## src/rtl/dpll_core.sv

```systemverilog
// rtl/dpll_core.sv - parametrised digital PLL: NCO accumulator, PD shift filter, lock/holdover FSM
// Tracks rising edges of an asynchronous reference and outputs a dithered NCO phase.
module dpll_core #(
    parameter int PHASE_W   = 32,
    parameter int FRAC_W    = 24,
    parameter int OUT_W     = 18,
    parameter int INCR_W    = 17,
    parameter int ERR_W     = 16,
    parameter int INCR_INIT = 600,
    parameter int INCR_MIN  = 16,
    parameter int INCR_MAX  = 65535,
    parameter int KP_SHIFT  = 9,
    parameter int KD_SHIFT  = 11,
    parameter int LOCK_THR  = 4096,
    parameter int LOCK_CNT  = 8,
    parameter int TIMEOUT   = 131072,
    parameter int DITHER_EN = 1
) (
    input  logic              clk,
    input  logic              rst,
    input  logic              in,
    output logic [OUT_W-1:0]  phase_out,
    output logic              locked,
    output logic              holdover,
    output logic [INCR_W-1:0] incr_out,
    output logic [ERR_W-1:0]  err_out,
    output logic              err_valid
);

    localparam int SUM_W = INCR_W + 2;
    localparam int LC_W  = $clog2(LOCK_CNT + 1);
    localparam int TO_W  = $clog2(TIMEOUT + 1);

    localparam logic signed [ERR_W-1:0] E_MAX = {1'b0, {(ERR_W-1){1'b1}}};
    localparam logic signed [ERR_W-1:0] E_MIN = {1'b1, {(ERR_W-1){1'b0}}};
    localparam logic signed [SUM_W-1:0] MIN_S = SUM_W'(INCR_MIN);
    localparam logic signed [SUM_W-1:0] MAX_S = SUM_W'(INCR_MAX);
    localparam logic [PHASE_W-1:0] FRAC_MASK = PHASE_W'((64'd1 << FRAC_W) - 64'd1);

    typedef enum logic [1:0] {S_IDLE, S_ACQ, S_LOCK, S_HOLD} state_t;

    state_t state_q, state_d;

    logic                     s1_q, s2_q;
    logic [PHASE_W-1:0]       phase_q, phase_d;
    logic [INCR_W-1:0]        incr_q, incr_d;
    logic signed [ERR_W-1:0]  ep_last_q, ep_last_d;
    logic signed [ERR_W-1:0]  ed_q, ed_d;
    logic [ERR_W-1:0]         err_q, err_d;
    logic                     err_valid_q;
    logic [LC_W-1:0]          lock_cnt_q, lock_cnt_d;
    logic [TO_W-1:0]          to_cnt_q, to_cnt_d;
    logic [6:0]               lfsr_q, lfsr_d;
    logic                     pipe_q;
    logic                     locked_q, locked_d;
    logic                     holdover_q, holdover_d;
    logic [OUT_W-1:0]         phase_out_q, phase_out_d;

    logic ev, ev_first, ev_filt, timeout, in_lock, lock_done;

    assign ev      = s1_q & ~s2_q;
    assign timeout = (to_cnt_q == TO_W'(TIMEOUT));

    // Phase error: saturate positive once the phase has run past 2*2pi
    logic [ERR_W-1:0]        ph_field;
    logic signed [ERR_W-1:0] ep;
    logic [ERR_W:0]          ep_ext, ep_abs;

    always_comb begin
        ph_field = phase_q[FRAC_W -: ERR_W];
        if (|phase_q[PHASE_W-1:FRAC_W+1]) begin
            ep = E_MAX;
        end else begin
            ep = ph_field - E_MAX;
        end
        ep_ext  = {ep[ERR_W-1], ep};
        ep_abs  = ep[ERR_W-1] ? (~ep_ext + 1'b1) : ep_ext;
        in_lock = (ep_abs < (ERR_W+1)'(LOCK_THR));
    end

    logic [LC_W-1:0] lc_inc;
    assign lc_inc    = lock_cnt_q + LC_W'(1);
    assign lock_done = in_lock && (lc_inc == LC_W'(LOCK_CNT));

    always_ff @(posedge clk or posedge rst) begin
        if (rst) begin
            state_q <= S_IDLE;
        end else begin
            state_q <= state_d;
        end
    end

    always_comb begin
        state_d = state_q;
        case (state_q)
            S_IDLE: if (ev) state_d = S_ACQ;
            S_ACQ: begin
                if (ev) begin
                    if (lock_done) state_d = S_LOCK;
                end else if (timeout) begin
                    state_d = S_HOLD;
                end
            end
            S_LOCK: begin
                if (ev) begin
                    if (!in_lock) state_d = S_ACQ;
                end else if (timeout) begin
                    state_d = S_HOLD;
                end
            end
            S_HOLD: if (ev) state_d = S_ACQ;
            default: state_d = S_IDLE;
        endcase
    end

    always_comb begin
        ev_first   = ev && (state_q == S_IDLE || state_q == S_HOLD);
        ev_filt    = ev && (state_q == S_ACQ || state_q == S_LOCK);
        locked_d   = (state_d == S_LOCK);
        holdover_d = (state_d == S_HOLD);
    end

    // Loop filter: incr - eP*2^-KP + eD*2^-KD, evaluated the cycle after the edge
    logic signed [ERR_W:0]   ed_diff;
    logic signed [ERR_W-1:0] ed_sat, kp_sh, kd_sh;
    logic signed [SUM_W-1:0] kp_ext, kd_ext, incr_ext, filt_sum;
    logic [INCR_W-1:0]       incr_clamped;

    always_comb begin
        ed_diff = ep_ext - {ep_last_q[ERR_W-1], ep_last_q};
        if (ed_diff[ERR_W] != ed_diff[ERR_W-1]) begin
            ed_sat = ed_diff[ERR_W] ? E_MIN : E_MAX;
        end else begin
            ed_sat = ed_diff[ERR_W-1:0];
        end
        kp_sh    = ep_last_q >>> KP_SHIFT;
        kd_sh    = ed_q >>> KD_SHIFT;
        kp_ext   = {{(SUM_W-ERR_W){kp_sh[ERR_W-1]}}, kp_sh};
        kd_ext   = {{(SUM_W-ERR_W){kd_sh[ERR_W-1]}}, kd_sh};
        incr_ext = {2'b00, incr_q};
        filt_sum = incr_ext - kp_ext + kd_ext;
        if (filt_sum < MIN_S) begin
            incr_clamped = INCR_W'(INCR_MIN);
        end else if (filt_sum > MAX_S) begin
            incr_clamped = INCR_W'(INCR_MAX);
        end else begin
            incr_clamped = filt_sum[INCR_W-1:0];
        end
    end

    logic [PHASE_W:0]   sat_sum;
    logic [PHASE_W-1:0] wrap_sum;
    logic [FRAC_W-1:0]  dither, out_sum;

    always_comb begin
        sat_sum  = {1'b0, phase_q} + (PHASE_W+1)'(incr_q);
        wrap_sum = (phase_q + PHASE_W'(incr_q)) & FRAC_MASK;
        if (ev) begin
            phase_d = '0;
        end else if (state_q == S_HOLD) begin
            phase_d = wrap_sum;
        end else if (sat_sum[PHASE_W]) begin
            phase_d = '1;
        end else begin
            phase_d = sat_sum[PHASE_W-1:0];
        end

        incr_d = incr_q;
        if (pipe_q && state_q != S_HOLD) incr_d = incr_clamped;

        ep_last_d = ep_last_q;
        ed_d      = ed_q;
        err_d     = err_q;
        if (ev_filt) begin
            ep_last_d = ep;
            ed_d      = ed_sat;
            err_d     = ep;
        end else if (ev_first) begin
            ep_last_d = '0;
            ed_d      = '0;
        end

        lock_cnt_d = lock_cnt_q;
        if (ev_filt) begin
            if (!in_lock) begin
                lock_cnt_d = '0;
            end else if (state_q == S_ACQ) begin
                lock_cnt_d = lc_inc;
            end
        end else if (ev_first || state_d == S_HOLD) begin
            lock_cnt_d = '0;
        end

        to_cnt_d = to_cnt_q;
        if (ev || state_q == S_IDLE) begin
            to_cnt_d = '0;
        end else if (!timeout) begin
            to_cnt_d = to_cnt_q + TO_W'(1);
        end

        lfsr_d      = {lfsr_q[5:0], lfsr_q[6] ^ lfsr_q[5]};
        dither      = (DITHER_EN != 0) ? FRAC_W'(lfsr_q) : '0;
        out_sum     = phase_q[FRAC_W-1:0] + dither;
        phase_out_d = OUT_W'(out_sum >> (FRAC_W - OUT_W));
    end

    always_ff @(posedge clk or posedge rst) begin
        if (rst) begin
            s1_q        <= 1'b0;
            s2_q        <= 1'b0;
            phase_q     <= '0;
            incr_q      <= INCR_W'(INCR_INIT);
            ep_last_q   <= '0;
            ed_q        <= '0;
            err_q       <= '0;
            err_valid_q <= 1'b0;
            lock_cnt_q  <= '0;
            to_cnt_q    <= '0;
            lfsr_q      <= 7'h01;
            pipe_q      <= 1'b0;
            locked_q    <= 1'b0;
            holdover_q  <= 1'b0;
            phase_out_q <= '0;
        end else begin
            s1_q        <= in;
            s2_q        <= s1_q;
            phase_q     <= phase_d;
            incr_q      <= incr_d;
            ep_last_q   <= ep_last_d;
            ed_q        <= ed_d;
            err_q       <= err_d;
            err_valid_q <= ev_filt;
            lock_cnt_q  <= lock_cnt_d;
            to_cnt_q    <= to_cnt_d;
            lfsr_q      <= lfsr_d;
            pipe_q      <= ev_filt;
            locked_q    <= locked_d;
            holdover_q  <= holdover_d;
            phase_out_q <= phase_out_d;
        end
    end

    assign phase_out = phase_out_q;
    assign locked    = locked_q;
    assign holdover  = holdover_q;
    assign incr_out  = incr_q;
    assign err_out   = err_q;
    assign err_valid = err_valid_q;

endmodule

```

## config.mk

```make
export PLATFORM = sky130hd
export DESIGN_NAME = dpll_core
export DESIGN_NICKNAME = d
export VERILOG_FILES = /design/src/rtl/dpll_core.sv
export SDC_FILE = /design/constraint.sdc
export NUM_CORES = 1
export LEC_CHECK = 0
export ABC_AREA = 1
export BUFFER_PORTS_ARGS = -buffer_cell sky130_fd_sc_hd__buf_4
export CAP_MARGIN = 20
export CORE_MARGIN = 2
export CORE_UTILIZATION = 67
export DETAILED_ROUTE_END_ITERATION = 16
export GPL_TIMING_DRIVEN = 1
export PLACE_DENSITY = 0.93
export SLEW_MARGIN = 20
export SYNTH_ARGS = -nofsm -noshare
export SYNTH_HDL_FRONTEND = slang
export SYNTH_SLANG_ARGS = --single-unit
```

## constraint.sdc

```tcl
create_clock -name clk -period 10.6 [get_ports clk]
set_clock_uncertainty 0.2 [all_clocks]
set_input_delay 1.59 -clock clk [delete_from_list [all_inputs] [get_ports clk]]
set_output_delay 1.59 -clock clk [all_outputs]
set_load 0.02 [all_outputs]
```

## Word-level counts from Yosys, hierarchy flattened

Index checks and enable logic that the tools add are counted.

- Flip-flop bits (word level): 151
- Input port bits: 3
- Output and inout port bits: 54
- Word-level logic and storage cells: 82

- $add $sub $neg: 10
- Magnitude comparators: 3
- Eq/ne operators: 11
- Muxes and demuxes: 25
- Bitwise operators: 4
- Reductions and logical operators: 14

Operators with widths:

| operator | count |
|---|---|
| 2-to-1 mux 16 bit | 6 |
| 2-to-1 mux 32 bit | 3 |
| 2-to-1 mux 17 bit | 3 |
| 2-to-1 mux 18 bit | 2 |
| adder 32 x 17 -> 33 bit | 1 |
| adder 24 x 17 -> 24 bit | 1 |
| adder 24 x 7 -> 24 bit | 1 |
| adder 19 x 5 -> 19 bit | 1 |
| > comparator 19 x 17 -> 1 bit, second input constant | 1 |
| < comparator 19 x 6 -> 1 bit, second input constant | 1 |
| subtractor 18 x 7 -> 19 bit | 1 |
| adder 18 x 1 -> 18 bit, second input constant | 1 |
| equality test 18 bit, second input constant | 1 |
| adder 17 x 1 -> 17 bit, second input constant | 1 |
| < comparator 17 x 13 -> 1 bit, second input constant | 1 |
| NOT 17 bit | 1 |
| subtractor 16 x 16 -> 17 bit | 1 |
| 2-to-1 mux 4 bit | 4 |
| subtractor 16 x 15 -> 16 bit, second input constant | 1 |
| 2-to-1 mux 2 bit | 6 |
| equality test 2 bit, second input constant | 4 |
| OR reduction 7 bit | 1 |
| one-hot mux 2 bit (3 select lines) | 1 |
| adder 4 x 1 -> 4 bit, second input constant | 1 |
| other kinds (15) | 22 |

## Logic depth before layout (Yosys ltp)

Gate-level depths: netlist of the first run.

- Word-level depth: 14
- Gate-level depth with buffers: 23
- Depth with buffers taken out: 23

## Worst setup path after synthesis of the first run

No wires, ideal clock.

- Kind: register to register
- Start point: register ep_last_q[15]
- End point: register incr_q[10], in the netlist incr_out[10]
- Setup time: 119 ps
- Data arrival time: 3111 ps
- Data required time: 10281 ps
- Slack: 7171 ps
- Stages on the path, launching flop included: 17
- Buffers on the path: 1
- Clock period less this slack: 3429 ps
- Path through: dfrtp_1 inv_1 fa_1 inv_1 ha_1 inv_1 nor3_1 and3_1 nand4_1 nand3_1 xnor2_1 inv_1 nand2_2 buf_4 nand2_1 nand4_1 nand2_1

- Word-level cells in the longest chain between the ends: 5
- Elaborated cells on any way between the ends: 6
- Classes of those cells: 2 x add/sub; 2 x order compare; 2 x mux

Ends and longest elaborated chain:

| element | line | text |
|---|---|---|
| from (decl) | 47 | `logic signed [ERR_W-1:0] ep_last_q, ep_last_d;` |
| from (signal assigned) | 229 | `ep_last_q <= ep_last_d;` |
| subtractor 18 x 7 -> 19 bit * | 141 | `filt_sum = incr_ext - kp_ext + kd_ext;` |
| adder 19 x 5 -> 19 bit * | 141 |  |
| > comparator 19 x 17 -> 1 bit | 144 | `end else if (filt_sum > MAX_S) begin` |
| 2-to-1 mux 17 bit | 144 |  |
| 2-to-1 mux 17 bit * | 142 | `if (filt_sum < MIN_S) begin` |
| to (signal assigned) | 212 | `incr_q <= INCR_W'(INCR_INIT);` |
| to (signal assigned) | 228 | `incr_q <= incr_d;` |
| to (decl) | 46 | `logic [INCR_W-1:0] incr_q, incr_d;` |

Mark *: on every way between the ends. The rest lies on a longest branch, timed or not.
A chain may end at the register's enable or synchronous reset.

## Final worst setup path of the first run

- Start point: register ep_last_q[15]
- End point: register incr_q[14], in the netlist incr_out[14]

The elaborated chain is that of the path after synthesis.

==> summary.txt, run 1 <==
Maximum number of buffers from clock root to sink -> 2
CTS hold repair buffers -> 0
Crit path max-delay cell type -> sky130_fd_sc_hd__dfrtp_1
Worst-case headroom to the max-slew limit -> 47.6%
# H-tree levels -> 4
First-pass GRT wire length -> 40,700 microns
Final-layout setup total negative slack -> 0 ns
Detailed-route DRC error count -> 0
Worst-margin pin slew -> 0.786 ns
Starting DRT DRC Count -> 1,071
Die Outline Area -> 0.0153 sq mm
Count of pins on the block boundary -> 57
Class of the tightest hold or removal check -> reg2reg
Detailed-routing iteration count for the pre-antenna-repair pass -> 6
Register area share after synthesis -> 36.5%
Most common flop cell mapped by yosys -> sky130_fd_sc_hd__dfrtp_1
Yosys warnings -> 0
Ant. Diodes -> 0
Max-slew violations -> 0
Post-layout nets -> 1,385
Reg2Reg Launch Point -> ep_last_q[15]$_DFFE_PP0P_
TritonCTS Sinks -> 140
Worst hold slack across all endpoints -> 0.184 ns
Final core area utilization -> 77.1%
WHS Path Cells -> 0
Flip-flop and latch count after synthesis -> 140
Required time worst endpoint -> 10.76 ns
Final hold violation count -> 0
Gp weighted congestion -> 0.967
Overall overflow remaining after global route -> 0
Reg-to-reg setup timing slack -> 6.41 ns
Worst skew pair latency -> 0.43 ns
Hold path start -> lfsr_q[4]$_DFF_PP0_
Clk slew on worst S/H paths -> 0.06 ns
TritonCTS clock tree -> built
Post-synthesis instance area -> 0.00960 sq mm
Worst path buffer plus inverter count -> 4
Period Utilization, post-route -> 39.5%
Resized Gates After CTS -> 0
Maximum operating frequency -> 0.239 GHz
WL per Instance -> 17.0 microns
Top Family by Delay on Critical Path -> simple AND/OR/NAND/NOR gates
DR vias -> 9,076
Crit path largest cell delay -> 0.82 ns
Proportion of synthesized flip-flops having asynchronous set or reset -> 100%
Kind of critical path -> reg2reg
Post-synth EDFFs -> 0
Kind of end point of the critical path -> flip-flop
Synthesis-to-layout area growth -> 11.8%
Worst VDD drop -> 0.342 mV
Estimated wirelength of the detail-placed design -> 17,400 microns
Worst Path Arrival -> 4.35 ns
Most frequent cell on the critical path -> sky130_fd_sc_hd__inv_1
Number of antenna violations at the first check in global routing -> 0
Number of instances in the synthesized netlist -> 1,238
Share of final-layout standard cells stronger than drive strength 1 -> 10.8%
Number of vias per cell -> 6.10
Net count after synthesis -> 1,327
Final cell count without fillers -> 1,489
Leakage power figure -> 5.78 nW
WL final -> 25,300 microns
Setup repair after global routing missed its margin -> false
Port Buffers -> 56
Row count -> 43
X dimension of the die -> 124 microns
Pwr Total -> 3.61 mW
Die Ht -> 124 microns
Post-Place Cells -> 1,457
Largest net degree at the start of global routing -> 93
Logic depth of the worst setup path including buffers -> 15
Number of global-route vias before repair -> 8,576
GRT Util Overall -> 34.6%
Core Area -> 0.0139 sq mm
Largest fanout on the critical path -> 18
List of cells traversed by the critical path -> inv_1 > fa_1 > inv_1 > ha_1 > inv_1 > nor3_1 > and3_1 > nand4_1 > nand3_1 > xnor2_1 > inv_1 > nand2_2 > nand2_1 > nand4_1 > nand2_1
Post-CTS Repair Setup Buffers -> 0
Power per cell area -> 336 mW/mm^2
Hold EP -> lfsr_q[5]$_DFF_PP0_
Clock Tree Root -> sky130_fd_sc_hd__clkbuf_16
Total CTS buffers -> 17
Number of library cell types mapped by synthesis -> 54
Result of the run -> finished, final reports clean
Capturing point of the worst reg2reg path -> incr_out[14]$_DFFE_PP0P_
Starting Density -> 68.9%
Kind of start point of the critical path -> flip-flop
Final setup viols -> 0
Max-cap violation count -> 0
Post-layout minimum cycle time -> 4.19 ns
Avg Cell Area, Syn -> 7.76 sq um
Antenna Violating Nets Remaining -> 0
Worst-case reg-to-reg path depth -> 15
==> Yosys cell counts, drive strengths merged, types with 2 or more instances <==
master	number	area share, %
or2	4	0.26
nand2	324	13
xnor2	20	1.8
buf	8	0.68
fa	19	4.0
o21ai	64	3.3
dfrtp	135	35
a21o	4	0.31
o211ai	2	0.16
nand3b	2	0.16
o21a	3	0.23
nand3	54	3.3
nand4	45	3.1
a21oi	89	4.7
o21bai	4	0.31
a31oi	10	0.72
nor3	22	1.3
nor4	4	0.26
and3	4	0.26
xor2	37	3.5
nor2	92	4.1
clkinv	3	0.12
ha	67	8.7
dfstp	5	1.4
a211oi	4	0.31
inv	190	7.4
clkbuf	12	0.47
==> metal layers <==
metal | vias up | part of all wire, % | GRT usage (%)
met3 | 139 | 9.4 | 9.34
met1 | 4219 | 39 | 43.1
met5 | - | 0 | 0
met2 | 589 | 47 | 56.3
li1 | 4129 | - | -
met4 | 0 | 4.6 | 15.9
==> logic make-up (layout without fill, tap and decap cells) <==
group / count (synthesis) / count (layout) / synth area share [%]
compound gates: 188 / 188 / 10.8
simple gates: 554 / 554 / 26.0
buf+inv: 213 / 284 / 8.69
flops: 140 / 140 / 36.5
xor+xnor: 57 / 57 / 5.28
fa+ha+maj: 86 / 86 / 12.7
==> area by class of cell <==
cell class | instances | area (sq um)
inverters | 193 | 729
fillers | 916 | 3190
multi-input cells | 885 | 5270
repair buffers | 59 | 443
well taps | 180 | 225
flip-flops and latches | 140 | 3510
clock buffers | 25 | 475
clock inverters | 7 | 91.3
==> how the worst max path moves through the flow <==
stage	startpoint	endpoint	slack (ns)
3_3_place_gp	ep_last_q[15]$_DFFE_PP0P_	incr_out[2]$_DFFE_PP0P_	6.73
6_report	ep_last_q[15]$_DFFE_PP0P_	incr_out[14]$_DFFE_PP0P_	6.41
5_1_grt	ep_last_q[15]$_DFFE_PP0P_	incr_out[14]$_DFFE_PP0P_	6.11
2_1_floorplan	rst	ed_q[11]$_DFFE_PP0P_	5.07
3_5_place_dp	ep_last_q[15]$_DFFE_PP0P_	incr_out[5]$_DFFE_PP0P_	6.58
4_1_cts	ep_last_q[15]$_DFFE_PP0P_	incr_out[14]$_DFFE_PP0P_	6.50
==> layout by cell type, fill, tap and decap left out, drive strengths merged, types with 5 or more instances in the layout <==
master,n
o21ai,64
ha,67
dfrtp,135
clkinv,6
xnor2,20
nand3,54
nand2,324
a21oi,89
dfstp,5
nand4,45
fa,19
xor2,37
buf,59
inv,191
clkbuf,25
a31oi,10
nor2,92
nor3,22
==> power breakdown <==
group	switching (mW)	leakage, nW	internal [mW]
clock	0.230	0.276	0.358
sequential	0.135	1.87	0.649
combinational	1.44	3.63	0.796
total	1.80	5.78	1.80
==> registers in the layout (all words and copies together), names as in the netlist, 2 cells and up <==
| signal | cells |
|---|---|
| phase_q | 32 |
| phase_out | 18 |
| to_cnt_q | 18 |
| incr_out | 17 |
| ep_last_q | 16 |
| err_out | 16 |
| lfsr_q | 7 |
| ed_q | 5 |
| lock_cnt_q | 4 |
| state_q | 2 |
==> per-stage QoR <==
step	setup slack, ns	cell area (sq um)
6_report	6.41	10700
5_1_grt	6.11	10700
4_1_cts	6.50	10700
3_5_place_dp	6.58	10200
3_3_place_gp	6.73	10200
2_1_floorplan	5.07	9600
Note: power is estimated with default switching activity, not from simulation.
==> run 2: changes to the inputs <==
Settings changed: ABC_AREA 1 to 0, CORE_UTILIZATION 67 to 56, PLACE_DENSITY 0.93 to 0.83.
Clock period 10.6 ns to 3.45 ns, I/O delays scaled along.
==> summary.txt, run 2 <==
Worst skew pair latency -> 0.44 ns (about the same)
Port Buffers -> 56 (unchanged)
Register area share after synthesis -> 38.4% (+1.8 points)
Fin worst setup slack -> -0.413 ns (-6.82 ns)
Largest fanout on the critical path -> 7 (-11)
Fill cell total of the finished layout -> 972 (+6.1%)
Power per cell area -> 1110 mW/mm^2 (+230%)
Maximum number of buffers from clock root to sink -> 2 (unchanged)
Overall overflow remaining after global route -> 0 (unchanged)
Yosys warnings -> 0 (unchanged)
Library cell with the highest instance count after synthesis -> sky130_fd_sc_hd__dfrtp_1
Share of final-layout standard cells stronger than drive strength 1 -> 31.4% (+21 points)
Leading post-synthesis cells by instance count -> sky130_fd_sc_hd__dfrtp_1, sky130_fd_sc_hd__nand2_1, sky130_fd_sc_hd__inv_1
TritonCTS clock tree -> built
Required time worst endpoint -> 3.57 ns (-7.19 ns)
Ant. Diodes -> 0 (unchanged)
Most frequent standard cell in the layout excluding fill and tap cells -> sky130_fd_sc_hd__buf_4
Max-cap violation count -> 0 (unchanged)
Kind of start point of the critical path -> flip-flop
TritonCTS Sinks -> 140 (unchanged)
Worst-margin pin slew -> 0.745 ns (-0.0412 ns)
Die Outline Area -> 0.0174 sq mm (+14%)
Flip-flop and latch count after synthesis -> 140 (unchanged)
X dimension of the die -> 132 microns (+6.5%)
Avg Cell Area, Syn -> 9.05 sq um (+17%)
Class of the tightest hold or removal check -> in2async
GRT Util Overall -> 30.4% (-4.2 points)
Gp weighted congestion -> 0.958 (-1.0%)
Proportion of synthesized flip-flops having asynchronous set or reset -> 100% (unchanged)
Maximum operating frequency -> 0.259 GHz (+8.5%)
Worst Path Arrival -> 3.98 ns (-0.37 ns)
Detailed-route DRC error count -> 0 (unchanged)
Total CTS buffers -> 17 (unchanged)
Setup repair after global routing missed its margin -> true
Row count -> 46 (+7.0%)
Core Area -> 0.0159 sq mm (+14%)
Post-layout nets -> 1,304 (-5.8%)
First-pass GRT wire length -> 42,000 microns (+3.2%)
Estimated wirelength of the detail-placed design -> 18,100 microns (+3.9%)
Synthesis-to-layout area growth -> 36.4%
Starting Density -> 57.4% (-12 points)
Most common flop cell mapped by yosys -> sky130_fd_sc_hd__dfrtp_1
Clock Tree Root -> sky130_fd_sc_hd__clkbuf_16
Result of the run -> finished with violations
Leakage power figure -> 5.97 nW (+3.3%)
Register ranked first by flip-flop count -> phase_q
Final cell area excluding filler cells -> 0.0125 sq mm (+16%)
Post-synthesis instance area -> 0.00915 sq mm (-4.7%)
Max reg flops -> 32 (unchanged)
Count of pins on the block boundary -> 57 (unchanged)
Number of global-route vias before repair -> 8,409 (-1.9%)
Number of antenna violations at the first check in global routing -> 0 (unchanged)
Clk slew on worst S/H paths -> 0.06 ns (about the same)
Period Utilization, post-route -> 112% (+72 points)
WL final -> 28,800 microns (+14%)
Most frequent cells in the layout -> sky130_fd_sc_hd__buf_4, sky130_fd_sc_hd__dfrtp_1, sky130_fd_sc_hd__nand2_1
Number of library cell types mapped by synthesis -> 66 (+22%)
Post-synth EDFFs -> 0 (unchanged)
Cell taking the most area after synthesis -> sky130_fd_sc_hd__dfrtp_1
Failing checks -> setup timing
Number of instances in the synthesized netlist -> 1,011 (-18%)
# H-tree levels -> 4 (unchanged)
Post-layout minimum cycle time -> 3.86 ns (-0.327 ns)
WL per Instance -> 20.0 microns (+17%)
Largest net degree at the start of global routing -> 67 (-28%)
Net count after synthesis -> 1,100 (-17%)
Number of vias per cell -> 6.13 (+0.64%)
Kind of end point of the critical path -> flip-flop
Cell area after placement -> 0.0110 sq mm (+7.9%)
Cells taking the most area after synthesis -> sky130_fd_sc_hd__dfrtp_1, sky130_fd_sc_hd__ha_1, sky130_fd_sc_hd__nand2_1
DR vias -> 8,852 (-2.5%)
Worst-case headroom to the max-slew limit -> 50.2% (+2.6 points)
Worst VDD drop -> 1.17 mV (+240%)
Starting DRT DRC Count -> 954 (-11%)
Die Ht -> 132 microns (+6.5%)
Synth top area share -> 36.9% (+1.8 points)
Antenna Violating Nets Remaining -> 0 (unchanged)
Detailed-routing iteration count for the pre-antenna-repair pass -> 6 (unchanged)
Max-slew violations -> 0 (unchanged)
Final setup viols -> 21 (+21)
Pwr Total -> 13.8 mW (+280%)
Kind of critical path -> reg2reg
Final hold violation count -> 0 (unchanged)
## run 2: what timing repair did
action / 4_1_cts / 5_1_grt
setup buffers: 12 / 20
setup endpoints to repair: 22 / 51
endpoints found under the hold margin: 1 / 0
gates cloned: 1 / 0
hold buffers: 1 / 0
pin swaps: 21 / 47
gates resized for setup: 40 / 81
## run 2: critical path, stage by stage (launching register included)
cell and delay, ns:
sky130_fd_sc_hd__dfrtp_1 0.40, sky130_fd_sc_hd__clkinvlp_4 0.13, sky130_fd_sc_hd__buf_12 0.15, sky130_fd_sc_hd__fa_1 0.49, sky130_fd_sc_hd__inv_2 0.05, sky130_fd_sc_hd__ha_4 0.18, sky130_fd_sc_hd__nor3_1 0.30, sky130_fd_sc_hd__o21ai_2 0.15
sky130_fd_sc_hd__buf_4 0.18, sky130_fd_sc_hd__a211oi_4 0.30, sky130_fd_sc_hd__buf_4 0.16, sky130_fd_sc_hd__o21bai_1 0.06, sky130_fd_sc_hd__a21oi_1 0.19, sky130_fd_sc_hd__xnor2_1 0.10, sky130_fd_sc_hd__o31a_1 0.38, sky130_fd_sc_hd__a221o_1 0.32
## run 2: layout make-up
type	count	area (sq um)	area share [%]
inverters	97	372	2.98
flip-flops and latches	140	3520	28.2
clock buffers	21	450	3.61
well taps	216	270	2.16
clock inverters	10	189	1.51
multi-input cells	739	5930	47.5
repair buffers	220	1760	14.1
## run 2: cells by family (layout without fill, tap and decap cells)
family          count (synthesis)  after routing  share of synthesized area (%)
flops                         140            140                           38.4
simple gates                  332            333                           17.9
xor+xnor                       81             81                           7.75
buf+inv                       133            348                           5.63
compound gates                235            235                           16.5
mux                             4              4                          0.451
fa+ha+maj                      86             86                           13.3
## run 2: metal layers
metal  part of all wire, %  up-vias  global-route usage (%)
met5                     0        -                       0
met4                   4.7        0                    11.2
met3                   8.0      140                    5.54
met2                    49      497                    51.2
met1                    38     4292                    39.4
li1                      -     3923                       -
## run 2: final timing paths
check                                startpoint                       end  slack (ns)  cells after the start
setup / recovery           ed_q[15]$_DFFE_PP0P_   incr_out[0]$_DFFE_PP0P_       -0.41                     15
hold / removal                              rst  ep_last_q[2]$_DFFE_PP0P_        0.01                      2
setup reg to reg           ed_q[15]$_DFFE_PP0P_   incr_out[0]$_DFFE_PP0P_       -0.41                     15
hold reg to reg             lfsr_q[1]$_DFF_PP0_       lfsr_q[2]$_DFF_PP0_        0.18                      0
max in group asynchronous                   rst     phase_q[21]$_DFF_PP0_        2.27                      3
min in group clk            lfsr_q[1]$_DFF_PP0_       lfsr_q[2]$_DFF_PP0_        0.18                      0
## run 2: metrics by stage
stage,hold WS [ns],utilization [%],TNS (ns),setup WS [ns],instances
after floorplan,0.157,-,-0.941,-0.115,1011
after global placement,0.176,68.9,-1.58,-0.228,1379
after detailed placement,0.175,68.9,-3.13,-0.287,1379
after CTS,0.0311,74.8,-3.63,-0.304,1424
after global routing,0.0646,78.3,-7.23,-0.536,1443
final,0.0102,78.3,-5.33,-0.413,1443
## run 2: power by group
part | total [mW] | internal [mW] | switching, mW
Clock | 2.01 | 1.30 | 0.714
Combinational | 9.54 | 4.51 | 5.03
Sequential | 2.28 | 2.01 | 0.275
Total | 13.8 | 7.82 | 6.02
